--- src/rtl/seq_recog_pkg.sv ---
// seq_recog_pkg: shared state encoding and requester ids for the recognizer scheduler
package seq_recog_pkg;
  typedef enum logic [1:0] {IDLE, CLEAR, SHIFT, REPORT} state_e;
  localparam logic ID_REQ0 = 1'b0;
  localparam logic ID_REQ1 = 1'b1;
endpackage

--- src/rtl/rr_arbiter2.sv ---
// rr_arbiter2: two-way round-robin grant; on a tie the requester that did not win last time wins
module rr_arbiter2
  import seq_recog_pkg::*;
(
  input  logic v0_i,
  input  logic v1_i,
  input  logic last_i,
  output logic gnt_valid_o,
  output logic gnt_id_o
);
  assign gnt_valid_o = v0_i | v1_i;
  assign gnt_id_o    = (v0_i & v1_i) ? ~last_i : (v1_i ? ID_REQ1 : ID_REQ0);
endmodule

--- src/rtl/seq_recog_scheduler.sv ---
// seq_recog_scheduler: shares one serial recognizer between two requesters, shifting each
// granted word MSB-first after a clear pulse and reporting the number of z hits per word
module seq_recog_scheduler
  import seq_recog_pkg::*;
#(
  parameter int N_BITS = 8,
  parameter int CNT_W  = 4
) (
  input  logic              clock,
  input  logic              reset,
  input  logic              req0_valid,
  input  logic [N_BITS-1:0] req0_data,
  output logic              req0_ready,
  input  logic              req1_valid,
  input  logic [N_BITS-1:0] req1_data,
  output logic              req1_ready,
  output logic              rec_x,
  output logic              rec_clr,
  input  logic              rec_z,
  output logic              res_valid,
  output logic              res_id,
  output logic [CNT_W-1:0]  res_count,
  output logic              res_hit,
  output logic              busy
);
  localparam int IDX_W = $clog2(N_BITS);
  localparam logic [CNT_W-1:0] CNT_MAX = '1;
  state_e state_q, state_d;
  logic [N_BITS-1:0] shreg_q, shreg_d;
  logic [IDX_W-1:0] idx_q, idx_d;
  logic [CNT_W-1:0] cnt_q, cnt_d, rcnt_q, rcnt_d;
  logic id_q, id_d, last_q, last_d, rid_q, rid_d;
  logic gnt_valid, gnt_id;
  rr_arbiter2 u_arb (
    .v0_i       (req0_valid),
    .v1_i       (req1_valid),
    .last_i     (last_q),
    .gnt_valid_o(gnt_valid),
    .gnt_id_o   (gnt_id)
  );
  always_comb begin
    state_d    = state_q;
    shreg_d    = shreg_q;
    idx_d      = idx_q;
    cnt_d      = cnt_q;
    rcnt_d     = rcnt_q;
    id_d       = id_q;
    last_d     = last_q;
    rid_d      = rid_q;
    req0_ready = 1'b0;
    req1_ready = 1'b0;
    rec_x      = 1'b0;
    rec_clr    = 1'b0;
    res_valid  = 1'b0;
    case (state_q)
      IDLE: begin
        req0_ready = gnt_valid & (gnt_id == ID_REQ0);
        req1_ready = gnt_valid & (gnt_id == ID_REQ1);
        if (gnt_valid) begin
          shreg_d = gnt_id ? req1_data : req0_data;
          id_d    = gnt_id;
          last_d  = gnt_id;
          cnt_d   = '0;
          state_d = CLEAR;
        end
      end
      CLEAR: begin
        rec_clr = 1'b1;
        idx_d   = IDX_W'(N_BITS - 1);
        state_d = SHIFT;
      end
      SHIFT: begin
        rec_x   = shreg_q[N_BITS-1];
        cnt_d   = cnt_q + CNT_W'(rec_z && (cnt_q != CNT_MAX));
        shreg_d = {shreg_q[N_BITS-2:0], 1'b0};
        idx_d   = idx_q - 1'b1;
        if (idx_q == '0) begin
          rid_d   = id_q;
          rcnt_d  = cnt_d;
          state_d = REPORT;
        end
      end
      REPORT: begin
        res_valid = 1'b1;
        state_d   = IDLE;
      end
      default: state_d = IDLE;
    endcase
  end
  always_ff @(posedge clock or negedge reset) begin
    if (!reset) begin
      state_q <= IDLE;
      shreg_q <= '0;
      idx_q   <= '0;
      cnt_q   <= '0;
      rcnt_q  <= '0;
      id_q    <= 1'b0;
      last_q  <= ID_REQ1;
      rid_q   <= 1'b0;
    end else begin
      state_q <= state_d;
      shreg_q <= shreg_d;
      idx_q   <= idx_d;
      cnt_q   <= cnt_d;
      rcnt_q  <= rcnt_d;
      id_q    <= id_d;
      last_q  <= last_d;
      rid_q   <= rid_d;
    end
  end
  assign busy      = state_q != IDLE;
  assign res_id    = rid_q;
  assign res_count = rcnt_q;
  assign res_hit   = |rcnt_q;
endmodule
--- config.mk ---
export PLATFORM = sky130hd
export DESIGN_NAME = seq_recog_scheduler
export DESIGN_NICKNAME = d
export VERILOG_FILES = /design/src/rtl/seq_recog_pkg.sv /design/src/rtl/rr_arbiter2.sv /design/src/rtl/seq_recog_scheduler.sv
export SDC_FILE = /design/constraint.sdc
export NUM_CORES = 1
export LEC_CHECK = 0
export ABC_AREA = 1
export CAP_MARGIN = 15
export CORE_MARGIN = 10
export CORE_UTILIZATION = 61
export CTS_CLUSTER_DIAMETER = 30
export DETAILED_ROUTE_END_ITERATION = 6
export DONT_BUFFER_PORTS = 1
export PLACE_DENSITY = 0.82
export SYNTH_ARGS = -nofsm -noshare
export SYNTH_HDL_FRONTEND = slang
export SYNTH_SLANG_ARGS = --single-unit
--- constraint.sdc ---
create_clock -name clock -period 1.93 [get_ports clock]
set_input_delay 0.193 -clock clock [delete_from_list [all_inputs] [get_ports clock]]
set_output_delay 0.193 -clock clock [all_outputs]
set_load 0.03 [all_outputs]
# Word-level counts from Yosys, hierarchy flattened
# Cells that the tools add are included.
# op_classes
addsub	2
eq_ne	6
mux	16
bitwise_logic	6
n_reduce_logical	11
# ops
cell	n
8-bit 2-to-1 mux	2
8-bit case mux with 2 select lines	1
2-bit case mux with 4 select lines	1
4-bit case mux with 2 select lines	1
2-bit AND reduction	4
1-bit 2-to-1 mux	7
3-bit case mux with 2 select lines	1
2-bit nonzero test	3
4-bit by 1-bit adder with 4-bit output	1
2-bit == test, second input constant	2
2-bit 2-to-1 mux	2
4-bit 2-to-1 mux	1
2-bit != test, second input constant	2
4-bit != test, second input constant	1
4-bit OR reduction	1
1-bit bitwise AND	3
3-bit logical NOT	1
3-bit by 1-bit subtractor with 3-bit output, second input constant	1
2-bit by 1-bit == test with 1-bit output, second input constant	1
2-bit logical NOT	1
1-bit inverter	2
1-bit logical AND	1
1-bit bitwise OR	1
# totals
reg_bits	24
inputBits	21
output_inout_bits	12
word_cells	49

# Longest topological paths before layout
# depth
word_depth	5
ltp_mapped	8
ltp_nobuf	8

# Hierarchy
# Synthesis repeated with hierarchy kept, for this count alone.
# unflattened
cells_unflattened	173
hier_area_um2	1351.3
# modules_own_cells
module	instances	cells_each	area_per_inst_um2
seq_recog_scheduler	1	170	1336.3
rr_arbiter2	1	3	15.0

# Worst setup path before layout
# No wires, ideal clock.
# synth_timing
path_type	flip-flop to output port
startpoint	register state_q[0]
endpoint	output req0_ready
arrival_time_ns	1.355
t_required_ns	1.737
path_slack_ns	0.382
path_stages_with_launch	5
cell_sequence	dfrtp_1 -> inv_1 -> ha_1 -> o21ai_2 -> nor2_1
# synth_via
elab_chain_cells	2
# synth_rtl
element	line_no	source
from (decl)	seq_recog_scheduler.sv:28	state_e state_q, state_d;
from (signal assigned)	seq_recog_scheduler.sv:101	state_q <= state_d;
2-bit logical NOT	seq_recog_scheduler.sv:55	case (state_q)
1-bit 2-to-1 mux	seq_recog_scheduler.sv:55	
to (decl)	seq_recog_scheduler.sv:13	output logic req0_ready,
# No other way between the ends.

# Worst setup path after layout
# layout_timing
startpoint	register state_q[1]
endpoint	output req0_ready
# Same word-level chain as after synthesis.

==> metrics.yaml <==
status: "finished, final reports clean"
clkTransAtPathRegs_ns: 0.13
layout_common_cells: "nand2_1 (55), nand3_1 (33), dfrtp_1 (23)"
cts_tree: "done"
antenna_found_initial: 0
wl_per_cell_um: 14.57
final_common_cell: "nand2_1"
reg2reg_setup_slack_ns: 0.24
total_power_mw: 2.114
cts_root_buf: "clkbuf_4"
die_w_um: 67.18
avgSynthCellArea_um2: 7.847
drtIter0Drc: 64
cts.htree.levels: 1
place_ws_ns: 0.2847
clock.fmax_mhz: 542.6
syn_inst: 173
seq_area_frac_synth_pct: 44.33
crit_fanout: 10
synth_area_leaders: "dfrtp_1 (42%), nand2_1 (15%), nand3_1 (12%), ha_1 (8.3%), inv_1 (5.8%)"
r2r_end: "shreg_q[0]$_DFFE_PN0P_"
final_net_count: 209
cts_made_buffers: 3
ys_warn_count: 0
p_leak_nw: 0.7957
postRouteAntennaNets: 0
min_path_type: "in2reg"
syn-num-nets: 203
multi_input_area_um2: 658.1
grt_first_pass_wirelength_um: 5188
vias: 1145
synth_top_area_share_pct: 42.40
critPathArrivalTime_ns: 1.65
drt_wl_total_um: 3001
synthesis.area_um2: 1358
hold_violations: 0
rows: 17
hp-start: "req0_data[3]"
ir_drop_v: 0.0009283
synth.distinct_cells: 20
core_area_um2: 2170
end_kind: "output port"
syn_to_final_growth_pct: 7.096
grt_pass1_vias: 1197
crit_slowest_cell: "dfrtp_1"
crit_chain: "inv_1 > ha_2 > o21ai_2 > nor2_1 > buf_4"
rr_startpoint: "state_q[0]$_DFFE_PN0P_"
rsz0062_at_grt: "yes"
path_class: "reg2out"
firstDrtPassIters: 4
start_util_pct: 62.57
route.detailed.drc: 0
worstSetupStartpointType: "register"
drive_gt1_share_pct: 9.551
setup_ws_ns: 0.08716
clk_latency_ns: 0.32
fillCellCount: 199
drt-vias-per-instance: 5.558
min_path_cells: 4
setup_viol: 0
diodes: 0
cts_sinks: 24
max_cap_violations: 0
maxSlewViolCount: 0
floorplan.die_area_um2: 4512
cp.required_ns: 1.74
finalClockSkew_ns: 0.004228
dp_hpwl_um: 2340
io_pins: 33
reg2reg_depth: 6
fp.dieH_um: 67.18
seqCellArea_um2: 601.8
gp_congestion: 0.8290
worst_slew_pin_slew_ns: 0.5741
period_share_pct: 95.48
yosysTopAreaCell: "dfrtp_1"
grt-ovfl-total: 0
p_per_area_nw_per_um2: 1454
slew_headroom_pct: 61.60
track_usage_pct: 14.13
period_needed_ns: 1.843
clockBufferDepth: 2
critPathMaxStageDelay_ns: 0.45
grt_max_degree: 25
holdPathEnd: "shreg_q[3]$_DFFE_PN0P_"
ys_seq_elements: 24
io_buffers: 0
repair_timing:
| action | in CTS | in global routing |
|---|---|---|
| endpoints found under the setup margin | 1 | 2 |
| hold buffers | 1 | 0 |
| pin swaps | 0 | 0 |
| gates resized for setup | 1 | 0 |
| setup buffers | 0 | 0 |
| hold endpoints to repair | 24 | 0 |
through the flow:
step	util, %	hold slack, ns	TNS, ns	instance area, µm²	std cells
after floorplan	-	-0.1026	0	1358	173
after global placement	64.07	-0.1018	0	1390	200
after detailed placement	64.07	-0.1018	0	1390	200
after CTS	66.32	0.07926	0	1439	205
after global routing	67.01	0.08263	-0.05216	1454	206
final	67.01	0.08219	0	1454	206
power breakdown:
group / total [mW] / switching, mW / leakage (nW) / internal [mW]
combinational: 0.992 / 0.675 / 0.494 / 0.317
clock: 0.266 / 0.151 / 0.0210 / 0.116
sequential: 0.856 / 0.164 / 0.281 / 0.691
total: 2.11 / 0.990 / 0.796 / 1.12
critical path, delay by kind of cell, from the launching register on:
kind | cells | cell delay [ns]
AOI/OAI and AO/OA | 1 | 0.18
adders and majority gates | 1 | 0.27
buffers and inverters | 2 | 0.30
DFF | 1 | 0.45
and+or+nand+nor | 1 | 0.14
cell type report:
| cell class | count | share of cell area (%) |
|---|---|---|
| Clock buffer | 4 | 2.496 |
| Inverter | 22 | 5.680 |
| Multi-Input combinational cell | 124 | 45.27 |
| Sequential cell | 24 | 41.39 |
| Tap cell | 28 | 2.410 |
| Timing Repair Buffer | 4 | 2.754 |
cells in the mapped netlist:
cell type,number
nand2_1,55
nand3_1,33
dfrtp_1,23
inv_1,21
o21ai_0,11
ha_1,9
nor2_1,4
nand2_2,3
buf_2,2
o21ai_2,2
a31oi_1,1
a41oi_1,1
buf_4,1
dfstp_2,1
inv_2,1
nand4_1,1
nor2_4,1
nor3_4,1
o211ai_1,1
xor2_1,1
registers in the layout, indices dropped and copies added (netlist names):
register   flops
res_count      4
last_q         1
cnt_q          4
idx_q          3
shreg_q        8
id_q           1
res_id         1
state_q        2
metal layers:
metal / global-route usage (%) / wire [µm]
met5: 0 / 0
met4: 5.128 / 36
met1: 16.70 / 1240
met2: 24.05 / 1504
met3: 3.802 / 219
cell families after synthesis:
| family | Yosys count | share of synthesized area, % |
|---|---|---|
| adders and majority gates | 9 | 8.295 |
| xor gates and xnor gates | 1 | 0.6453 |
| AOI/OAI and AO/OA | 16 | 7.005 |
| DFF | 24 | 44.33 |
| buffers and inverters | 25 | 7.374 |
| and+or+nand+nor | 98 | 32.35 |
worst max-delay path by stage:
| stage | from | end | slack, ns | cells after the start |
|---|---|---|---|---|
| 3_5_place_dp | state_q[0]$_DFFE_PN0P_ | shreg_q[5]$_DFFE_PN0P_ | 0.28 | 6 |
| 2_1_floorplan | state_q[0]$_DFFE_PN0P_ | req0_ready | 0.38 | 4 |
| 3_3_place_gp | state_q[0]$_DFFE_PN0P_ | shreg_q[2]$_DFFE_PN0P_ | 0.35 | 6 |
| 5_1_grt | state_q[1]$_DFFE_PN0P_ | req0_ready | -0.04 | 5 |
| 4_1_cts | state_q[1]$_DFFE_PN0P_ | req0_ready | 0.09 | 5 |
| 6_report | state_q[1]$_DFFE_PN0P_ | req0_ready | 0.09 | 5 |
Note: power is estimated with default switching activity, not from simulation.
